<file path="config.mk">
export PLATFORM = sky130hd
export DESIGN_NAME = instr_mem_loader
export DESIGN_NICKNAME = d
export VERILOG_FILES = /design/src/rtl/rv_isa_pkg.sv /design/src/rtl/instr_encode.sv /design/src/rtl/instr_mem_loader.sv
export SDC_FILE = /design/constraint.sdc
export NUM_CORES = 1
export LEC_CHECK = 0
export CAP_MARGIN = 30
export CORE_ASPECT_RATIO = 1.25
export CORE_MARGIN = 2
export CORE_UTILIZATION = 46
export CTS_CLUSTER_DIAMETER = 150
export DETAILED_ROUTE_END_ITERATION = 10
export PLACE_DENSITY = 0.91
export SLEW_MARGIN = 5
export SYNTH_ARGS = -nofsm -noshare
export SYNTH_HDL_FRONTEND = slang
export SYNTH_SLANG_ARGS = --single-unit
</file>
<file path="constraint.sdc">
create_clock -name clk -period 2.8 [get_ports clk]
set_input_delay 0.56 -clock clk [delete_from_list [all_inputs] [get_ports clk]]
set_output_delay 0.56 -clock clk [all_outputs]
set_load 0.005 [all_outputs]
</file>
<file path="src/rtl/rv_isa_pkg.sv">
// RV32I opcode constants, loader op classes and FSM states.
// Opcodes are shared with the control decoder.
package rv_isa_pkg;

   localparam logic [6:0] OP_LOAD   = 7'b0000011;
   localparam logic [6:0] OP_STORE  = 7'b0100011;
   localparam logic [6:0] OP_RTYPE  = 7'b0110011;
   localparam logic [6:0] OP_ITYPE  = 7'b0010011;
   localparam logic [6:0] OP_BRANCH = 7'b1100011;

   localparam logic [2:0] F3_WORD = 3'b010;
   localparam logic [2:0] F3_BEQ  = 3'b000;

   localparam logic [2:0] CLS_LW  = 3'd0;
   localparam logic [2:0] CLS_SW  = 3'd1;
   localparam logic [2:0] CLS_ALU = 3'd2;
   localparam logic [2:0] CLS_ALI = 3'd3;
   localparam logic [2:0] CLS_BEQ = 3'd4;

   localparam logic [31:0] NOP_WORD = 32'h0000_0013;

   typedef enum logic [1:0] {
      IDLE,
      LOAD,
      DONE
   } state_e;

endpackage

</file>
<file path="src/rtl/instr_encode.sv">
// Combinational encoder: symbolic fields to one RV32I word.
// Unknown classes yield a NOP and raise illegal_o.
module instr_encode
   import rv_isa_pkg::*;
(
   input  logic [2:0]  op_class_i,
   input  logic [2:0]  funct3_i,
   input  logic        funct7b5_i,
   input  logic [4:0]  rd_i,
   input  logic [4:0]  rs1_i,
   input  logic [4:0]  rs2_i,
   input  logic [12:0] imm_i,
   output logic [31:0] word_o,
   output logic        illegal_o
);

   // Branch offsets are halfword aligned, so bit 0 carries nothing.
   logic unused_imm;
   assign unused_imm = imm_i[0];

   always_comb begin
      word_o    = NOP_WORD;
      illegal_o = 1'b0;
      unique case (op_class_i)
         CLS_LW: begin
            word_o = {imm_i[11:0], rs1_i, F3_WORD,
                      rd_i, OP_LOAD};
         end
         CLS_SW: begin
            word_o = {imm_i[11:5], rs2_i, rs1_i,
                      F3_WORD, imm_i[4:0], OP_STORE};
         end
         CLS_ALU: begin
            word_o = {1'b0, funct7b5_i, 5'b00000,
                      rs2_i, rs1_i, funct3_i,
                      rd_i, OP_RTYPE};
         end
         CLS_ALI: begin
            word_o = {imm_i[11:0], rs1_i, funct3_i,
                      rd_i, OP_ITYPE};
         end
         CLS_BEQ: begin
            word_o = {imm_i[12], imm_i[10:5], rs2_i,
                      rs1_i, F3_BEQ, imm_i[4:1],
                      imm_i[11], OP_BRANCH};
         end
         default: begin
            word_o    = NOP_WORD;
            illegal_o = 1'b1;
         end
      endcase
   end

endmodule

</file>
<file path="src/rtl/instr_mem_loader.sv">
// Streams encoded RV32I words into instruction memory,
// one registered write per accepted handshake.
module instr_mem_loader
   import rv_isa_pkg::*;
#(
   parameter logic [31:0] BASE_ADDR = 32'h0000_0000,
   parameter int          DEPTH     = 1024,
   parameter int          CNT_W     = 10
) (
   input  logic             clk,
   input  logic             rst,
   input  logic             start,
   input  logic             in_valid,
   output logic             in_ready,
   input  logic             in_last,
   input  logic [2:0]       op_class,
   input  logic [2:0]       funct3,
   input  logic             funct7b5,
   input  logic [4:0]       rd,
   input  logic [4:0]       rs1,
   input  logic [4:0]       rs2,
   input  logic [12:0]      imm,
   output logic             mem_we,
   output logic [31:0]      mem_addr,
   output logic [31:0]      mem_wdata,
   output logic             busy,
   output logic             done,
   output logic [CNT_W:0]   count,
   output logic             err_illegal,
   output logic             err_overflow
);

   localparam logic [CNT_W:0] DEPTH_C = (CNT_W+1)'(DEPTH);
   localparam logic [CNT_W:0] ONE_C   = (CNT_W+1)'(1);

   state_e         state_q, state_d;
   logic [CNT_W:0] count_q, count_d;
   logic           we_q, we_d;
   logic [31:0]    addr_q, addr_d;
   logic [31:0]    wdata_q, wdata_d;
   logic           ill_q, ill_d;
   logic           ovf_q, ovf_d;

   logic [31:0]    enc_word;
   logic           enc_ill;
   logic           accept;
   logic [CNT_W:0] count_inc;

   instr_encode u_enc (
      .op_class_i (op_class),
      .funct3_i   (funct3),
      .funct7b5_i (funct7b5),
      .rd_i       (rd),
      .rs1_i      (rs1),
      .rs2_i      (rs2),
      .imm_i      (imm),
      .word_o     (enc_word),
      .illegal_o  (enc_ill)
   );

   assign in_ready  = (state_q == LOAD) && (count_q < DEPTH_C);
   assign accept    = in_valid && in_ready;
   assign count_inc = count_q + ONE_C;

   always_comb begin
      state_d = state_q;
      count_d = count_q;
      we_d    = 1'b0;
      addr_d  = addr_q;
      wdata_d = wdata_q;
      ill_d   = ill_q;
      ovf_d   = ovf_q;
      unique case (state_q)
         IDLE, DONE: begin
            if (start) begin
               state_d = LOAD;
               count_d = '0;
               ill_d   = 1'b0;
               ovf_d   = 1'b0;
            end
         end
         LOAD: begin
            if (accept) begin
               we_d    = 1'b1;
               addr_d  = BASE_ADDR + (32'(count_q) << 2);
               wdata_d = enc_word;
               count_d = count_inc;
               if (enc_ill) begin
                  ill_d = 1'b1;
               end
               // A last word that exactly fills memory is no overflow.
               if (in_last) begin
                  state_d = DONE;
               end else if (count_inc == DEPTH_C) begin
                  ovf_d   = 1'b1;
                  state_d = DONE;
               end
            end
         end
         default: begin
            state_d = IDLE;
         end
      endcase
   end

   always_ff @(posedge clk or negedge rst) begin
      if (!rst) begin
         state_q <= IDLE;
         count_q <= '0;
         we_q    <= 1'b0;
         addr_q  <= BASE_ADDR;
         wdata_q <= '0;
         ill_q   <= 1'b0;
         ovf_q   <= 1'b0;
      end else begin
         state_q <= state_d;
         count_q <= count_d;
         we_q    <= we_d;
         addr_q  <= addr_d;
         wdata_q <= wdata_d;
         ill_q   <= ill_d;
         ovf_q   <= ovf_d;
      end
   end

   assign mem_we       = we_q;
   assign mem_addr     = addr_q;
   assign mem_wdata    = wdata_q;
   assign count        = count_q;
   assign busy         = (state_q == LOAD);
   assign done         = (state_q == DONE);
   assign err_illegal  = ill_q;
   assign err_overflow = ovf_q;

endmodule

</file>
* Word-level counts from Yosys, hierarchy flattened *
Index checks and enable logic that the tools add are counted.

word-level totals
  flip-flop bits (word level) = 59
  bits in latches = 0
  memory bits (writable) = 0
  memory bits (read-only) = 0
  bits of input ports = 40
  memories kept = 0

cells by class
  $add $sub $neg = 1
  $mul = 0
  divide/modulo/power cells = 0
  magnitude comparators = 1
  eq/ne operators = 13
  shift-type cells = 0
  multiplexer cells = 19
  bitwise operators = 0
  reductions and logical operators = 12

operators with widths
  operator                                             number
  case mux 32 bit (5 select lines)                     1
  two-way mux 11 bit                                   2
  case mux 11 bit (2 select lines)                     1
  adder 11 x 1 -> 11 bit, second input constant        1
  equality test 11 bit, second input constant          1
  less-than comparator 11 bit, second input constant   1
  two-way mux 1 bit                                    8
  two-way mux 2 bit                                    4
  equality test 3 x 2 -> 1 bit, second input constant  2
  != test 2 bit, second input constant                 3
  AND reduction 3 bit                                  2
  AND reduction 5 bit                                  1
  OR reduction 5 bit                                   1
  != test 2 x 1 -> 1 bit, second input constant        2
  case mux 1 bit (2 select lines)                      2
  case mux 2 bit (2 select lines)                      1
  AND reduction 4 bit                                  1
  equality test 3 x 1 -> 1 bit, second input constant  1
  equality test 3 bit, second input constant           1
  logical NOT 3 bit                                    1
  != test 3 x 2 -> 1 bit, second input constant        1
  equality test 2 x 1 -> 1 bit, second input constant  1
  equality test 2 bit, second input constant           1
  logical AND 1 bit                                    2
  4 further kinds                                      4

* Longest topological paths before layout *
Gate-level depths: netlist (run 1).

  depth after elaboration = 6
  gate-level depth with buffers = 7
  mapped depth without buffers = 7

* By module *
A second synthesis (run 1) with hierarchy kept.

unflattened totals
  cell total of the unflattened synthesis = 375
  area total of the unflattened synthesis = 3158.0 um^2

modules (own cells, without submodules)
  module            times used  cells each  area an instance (um^2)  sequential area each (um^2)
  instr_mem_loader  1           302         2692.6                   1476.4
  instr_encode      1           73          465.4                    0.0

* Worst setup path after synthesis (run 1) *
Ideal clock, no wire load.

  kind = register to register
  from = reg count_q[0] (netlist: count[0])
  to = reg state_q[0]
  library setup time = 0.126 ns
  data arrival time = 1.750 ns
  slack = 0.924 ns
  cell stages (with the launch flop) = 7
  path buffers = 0
  period minus slack after synthesis = 1.876 ns
  path through = dfrtp_1 ha_1 and4_4 mux2_4 o21ai_2 a31oi_1 o32a_1

on the way
  longest elaborated chain between the ends = 5
  elaborated cells on any way between the ends = 8
  those cells by class = add/sub (1); order compare (1); eq/ne (3); reduce/logical (3)

RTL lines
  element                                                         RTL line                 text
  start, declared                                                 instr_mem_loader.sv:37   logic [CNT_W:0] count_q, count_d;
  start signal, assigned                                          instr_mem_loader.sv:117  count_q <= count_d;
  branches (longest 4 deep; another with adder 11 x 1 -> 11 bit)  n/a
  AND reduction 3 bit (no line) *                                 n/a
  end signal, assigned                                            instr_mem_loader.sv:116  state_q <= state_d;
  end, declared                                                   instr_mem_loader.sv:36   state_e state_q, state_d;

Mark *: on every way between the ends.
A chain may end at the register's enable or synchronous reset.

* Final worst setup path (run 1) *
  from = reg state_q[1]
  to = out busy

on the way
  longest elaborated chain between the ends = 1

RTL lines
  element                       RTL line                 text
  equality test 2 x 1 -> 1 bit  instr_mem_loader.sv:130  assign busy = (state_q == LOAD);
  end, declared                 instr_mem_loader.sv:26   output logic busy,

No other way between the ends.

==> results of run 1 <==
==> final timing paths <==
kind	to	slack, ns	cells past startpoint
max in group asynchronous	mem_addr[3]$_DFFE_PN0P_	1.94	2
max reg2reg	state_q[0]$_DFFE_PN0P_	0.73	6
min	count[5]$_DFFE_PN0P_	0.37	2
min reg2reg	mem_wdata[25]$_DFFE_PN0P_	0.48	2
max	busy	0.69	3
min in group clk	mem_wdata[25]$_DFFE_PN0P_	0.48	2
==> metal layers <==
| layer | vias up | wire [um] | GRT usage |
|---|---|---|---|
| met3 | 14 | 429 | 0.0377 |
| met5 | - | 0 | 0 |
| met1 | 1150 | 2740 | 0.263 |
| met2 | 112 | 3300 | 0.327 |
| met4 | 0 | 163 | 0.0758 |
| li1 | 1175 | - | - |
==> power by group <==
part | internal [mW] | total (mW) | leakage, nW | switching [mW]
combinational | 0.659 | 1.17 | 0.966 | 0.515
clock | 0.202 | 0.443 | 0.0455 | 0.241
sequential | 1.06 | 1.24 | 0.735 | 0.184
total | 1.92 | 2.86 | 1.75 | 0.940
==> critical path, delay by kind of cell (launching register included) <==
kind                   cells  cell delay [ns]
AND/OR/NAND/NOR            1             0.24
buffers and inverters      2             0.57
flip-flops                 1             0.43
==> registers in the layout, summed over array words and instances (netlist names) <==
name          cells
mem_wdata        29
state_q           2
err_illegal       1
count            11
err_overflow      1
mem_we            1
mem_addr         11
==> through the flow <==
stage | hold slack, ns | setup slack [ns] | util
5_1_grt | 0.430 | 0.604 | 0.652
6_report | 0.366 | 0.691 | 0.652
3_3_place_gp | 0.451 | 0.602 | 0.637
3_5_place_dp | 0.463 | 0.462 | 0.637
4_1_cts | 0.406 | 0.672 | 0.652
2_1_floorplan | 0.264 | 0.924 | -
==> area by class of cell <==
class                   instances  area, sq um  share of cell area
flip-flops and latches         56         1400               0.367
multi-input cells             225         1190               0.313
repair buffers                101          996               0.261
inverters                       9         35.0             0.00917
clock buffers                   8         90.1              0.0236
well taps                      82          103              0.0269
==> logic make-up (layout without fill, tap and decap cells) <==
logic type	after synthesis	in the layout
AOI/OAI and AO/OA	57	57
muxes	7	7
buffers and inverters	50	118
and+or+nand+nor	134	134
other	1	23
DFF	56	56
xor gates and xnor gates	3	3
adders and majority gates	1	1
==> synthesized netlist by cell type, drive strengths merged, types with 5 or more instances <==
| master | n | area share |
|---|---|---|
| nand2 | 78 | 0.10 |
| dfrtp | 56 | 0.50 |
| buf | 36 | 0.091 |
| o21ai | 26 | 0.047 |
| nand3 | 14 | 0.025 |
| nor2 | 14 | 0.020 |
| a21oi | 8 | 0.014 |
| inv | 8 | 0.011 |
| mux2i | 6 | 0.021 |
| nand4 | 6 | 0.013 |
| clkbuf | 5 | 0.0067 |
==> impl_results.md, run 1 <==
- Clk slew on worst S/H paths: approximately 0.090 ns
- Synth Area in XOR/XNOR: 0.00932
- Routed length per instance: about 14 um
- Crit Reg-Reg Startpoint: count[0]$_DFFE_PN0P_
- Gr usage total: 0.202
- Endpoints failing hold: 0
- CTS-repair resized insts: 0
- Post-CTS setup buffers: 0
- Setup TNS: 0 ns
- Via count: around 2500
- Status: finished, final reports clean
- Buffers on Ports: between 90 and 100
- Final ANT Viol Nets: 0
- Grt ovf: 0
- DR pass1 iterations: 4
- Chip Height: between 90 and 100 um
- CTS Root Cell: clkbuf_8
- Layout Cells excl Fill: 481
- Clock Sinks: 56
- CP Capture Type: output pin
- Required time of the critical path: roughly 2.2 ns
- Crit Path Max Fanout: 4
- CP Cell Sequence: nand2b_1 > inv_1 > clkdlybuf4s50_1
- RSZ-0062 raised after global routing: false
- Initial Utilization: 0.482
- HPWL after DPL: 4.84 mm
- CTS tree: yes
- Synth async-reset ratio: 1.00
- WS Path Type: reg -> out
- Num CTS Buffers: 5
- Skew final: about 0.006 ns
- Largest net degree at the start of global routing: 57
- Post-synth top flop: dfrtp_1
- Worst rel slew slack: 0.533
- Worst path slowest cell: clkdlybuf4s50_1
- Max frequency: around 470 MHz
- Most common cell after layout, fill and taps aside: clkdlybuf4s50_1
- Lkg Pwr: ~1.7 nW
- Initial DRC count: ~180
- Layout area overhead: 35.4%
- Fillers: just under 500
- Dpl cell area: roughly 0.0037 sq mm
- Synth Area in Adders: 0.00444
- VDD IR-drop max: approximately 0.00035 V
- Synthesized area: 0.00282 sq mm
- IO Count: 121
- Synth Area in Simple Gates: 0.223
- Pwr Total: between 2 and 3 mW
- Total Routed Length: approximately 6.6 mm
- Syn Inst Count: around 310
- Tcrit/Tclk final: 0.753
- # diodes: 0
- Final Cell Area: approximately 0.0038 sq mm
- Register area share after synthesis: 0.497
- EDFF count, synth: 0
- Layout cells sized above 1: 0.0576
- Crit path from: state_q[1]$_DFFE_PN0P_
- Num rows: 31
- Max incr delay on CP: 0.49 ns
- Vias in the first global route: roughly 2200
- Initial antenna violation count: 0
- Final slew viol count: 0
- H-tree levels: 2
- Syn_area_per_cell: 9.13 sq um
- Worst min path class: in -> async
- Largest family of logic cells by synthesized area: simple AND/OR/NAND/NOR gates
- Portion of netlist area occupied by mux cells: 0.0266
- Worst Max-Slew Pin Slew: 0.701 ns
- GPL Wtd Cong: approximately 0.87
- Final setup viols: 0
- Syn. warnings: 0
- Worst-skew pair later-pin latency: roughly 0.3 ns
- Inst Count DP: between 400 and 500
- DRC: 0
- FF+latch count, synth: 56
- Commonest non-fill, non-tap cells in the layout: clkdlybuf4s50_1 (96), nand2_1 (77), dfrtp_1 (56)
- Nets: between 400 and 500
- Via density: between 5 and 6
- P per Cell Area: between 700 and 800 mW/mm^2
- Overall die area: roughly 0.0068 sq mm
- Chip Width: between 70 and 80 um
- Compound-cell area share of the yosys netlist: 0.129
- Core ar.: 0.00586 sq mm
- CP arrival: around 1.6 ns
- Synth unique cells: 46
- Tmin final: about 2.1 ns
- Max_cap viols: 0
- First-pass GRT wire length: between 10 and 15 mm
- Worst setup SP type: flop
- Longest Clk Path Bufs: 2
- Hold_buf cts: 0
Note: power is estimated with default switching activity, not from simulation.
==> run 2, diff against run 1 <==
Settings changed: CORE_UTILIZATION 46 to 38, PLACE_DENSITY 0.91 to 0.81.
Clock period 2.8 ns to 1.8 ns, I/O delays scaled along.
==> run 2 against run 1 <==
Clock-buffer cell count decreased by 3; cell area increased by 10%; critical path depth decreased by 1; sequential share of layout area decreased by 3.2 points; largest cell class unchanged; clock skew increased by 0.0049 ns; setup slack got worse by 0.65 ns.
==> impl_results.md, run 2 (synthesis gave the netlist of run 1 again) <==
- Status: finished, final reports clean
- Tmin final: around 1.8 ns
- Initial antenna violation count: 0
- Met3 routed wirelength: between 500 and 600 um
- Chip Width: 81.1 um
- Gr usage total: 0.179
- Tcrit/Tclk final: 0.976
- Area taken by multi-input logic gates: roughly 0.0012 sq mm
- # diodes: 0
- R2R Path End: state_q[0]$_DFFE_PN0P_
- Register Area: ~0.0014 sq mm
- VDD IR-drop max: 0.000642 V
- Clk slew on worst S/H paths: 0.10 ns
- Vias in the first global route: between 2000 and 2500
- Lkg Pwr: 1.97 nW
- IO Count: 121
- Top sig layer: met4
- Nets: between 400 and 500
- Final setup viols: 0
- Clock Sinks: 56
- Routed length per instance: ~13 um
- First-pass GRT wire length: approximately 11 mm
- Max frequency: around 570 MHz
- Pwr Total: roughly 4.7 mW
- Via count: 2573
- DR pass1 iterations: 4
- Num rows: 35
- GPL Wtd Cong: 0.805
- Reg2reg setup slack: about 0.090 ns
- H-tree levels: 2
- Overall die area: around 0.008 sq mm
- Longest Clk Path Bufs: 2
- Largest net degree at the start of global routing: between 50 and 60
- CTS Root Cell: clkbuf_8
- Layout cells sized above 1: 0.163
- Initial Utilization: 0.388
- Via density: about 4.9
- Worst min path class: in -> async
- Largest register FFs: 29
- Chip Height: 100 um
- Skew final: 0.0111 ns
- M1 WL: 2.73 mm
- CP arrival: 1.40 ns
- Layout area overhead: 49.0%
- Required time of the critical path: ~1.4 ns
- Hold_buf cts: 0
- Commonest non-fill, non-tap cells in the layout: clkdlybuf4s50_1 (93), nand2_1 (77), dfrtp_1 (50)
- Endpoints failing hold: 0
- Max_cap viols: 0
- DRC: 0
- Worst-skew pair later-pin latency: approximately 0.31 ns
- CTS tree: yes
- Worst setup SP type: flop
- Core ar.: roughly 0.0073 sq mm
- Initial DRC count: 96
- Final ANT Viol Nets: 0
- Crit Reg-Reg Startpoint: count[0]$_DFFE_PN0P_
- CP Capture Type: output pin
- Num CTS Buffers: 5
- Fillers: 655
- WS Path Type: reg -> out
- Buffers on Ports: 97
- Final slew viol count: 0
- Crit Path Max Fanout: 5
- Final core utilization: 0.578
- Grt ovf: 0
- Worst Reg-to-Reg Cells: 6
- Most common cell after layout, fill and taps aside: clkdlybuf4s50_1
- Total Routed Length: just over 7 mm
- Met2 routed WL: 3.61 mm
- P per Cell Area: approximately 1100 mW/mm^2
- HPWL after DPL: between 5 and 6 mm
==> run 2: changes by cell type in the layout (fill, tap and decap cells not counted), moves of 2 or more <==
| cell | delta |
|---|---|
| buf_4 | +32 |
| dfrtp_1 | -6 |
| dfrtp_2 | +6 |
| buf_12 | +4 |
| clkdlybuf4s50_1 | -3 |
| buf_6 | +2 |
| clkbuf_1 | -2 |
| dlygate4sd2_1 | +2 |
==> run 2: worst max-delay path by stage <==
stage / end / startpoint / slack (ns)
global placement: mem_wdata[24]$_DFFE_PN0P_ / op_class[0] / -0.03
CTS: count[8] / count[8]$_DFFE_PN0P_ / 0.004
detailed placement: mem_wdata[23]$_DFFE_PN0P_ / op_class[0] / -0.07
floorplan: state_q[0]$_DFFE_PN0P_ / count[0]$_DFFE_PN0P_ / 0.03
finish: done / state_q[0]$_DFFE_PN0P_ / 0.04
global route: done / state_q[0]$_DFFE_PN0P_ / -0.004
==> run 2: layer usage <==
layer | up-vias | track usage
li1 | 1252 | -
met1 | 1198 | 0.210
met2 | 109 | 0.306
met3 | 14 | 0.0549
met4 | 0 | 0.0626
met5 | - | 0
==> run 2: cell type report <==
class / count / share of cell area
sequential: 56 / 0.335
timing repair buffer: 139 / 0.319
multi-input combinational: 225 / 0.291
tap: 92 / 0.0274
clock buffer: 5 / 0.0164
inverter: 9 / 0.00834
clock inverter: 2 / 0.00298
==> run 2: worst max-delay path: stages (launching register included) <==
cell	delay, ns
dfrtp_2	0.46
nor2b_4	0.13
clkdlybuf4s50_1	0.50
==> run 2: timing repair <==
item                                    CTS  global route
endpoints found under the setup margin    4             5
resized for setup                         5             8
buffers inserted                          2             4
pin swaps                                 1             3
==> run 2: metrics by stage <==
| stage | hold WS [ns] | cells | area [sq um] | setup TNS (ns) | setup WS (ns) |
|---|---|---|---|---|---|
| 6_report | 0.0293 | 528 | 4200 | 0 | 0.0430 |
| 5_1_grt | 0.0474 | 528 | 4200 | -0.00353 | -0.00353 |
| 2_1_floorplan | 0.0644 | 331 | 2920 | 0 | 0.0315 |
| 4_1_cts | 0.0452 | 524 | 4140 | 0 | 0.00433 |
| 3_5_place_dp | 0.385 | 515 | 4040 | -0.332 | -0.0659 |
| 3_3_place_gp | 0.383 | 515 | 4040 | -0.0254 | -0.0254 |
==> run 2: power breakdown <==
group | total [mW] | switching [mW] | internal [mW] | leakage [nW]
clock | 0.667 | 0.402 | 0.265 | 0.0400
combinational | 2.10 | 0.889 | 1.21 | 1.20
sequential | 1.89 | 0.242 | 1.65 | 0.727
==> run 3, diff against run 2 <==
Settings changed: SKIP_LAST_GASP set to 1.
==> results of run 3 <==
Final layout, timing and power as in run 2 (identical DEF).
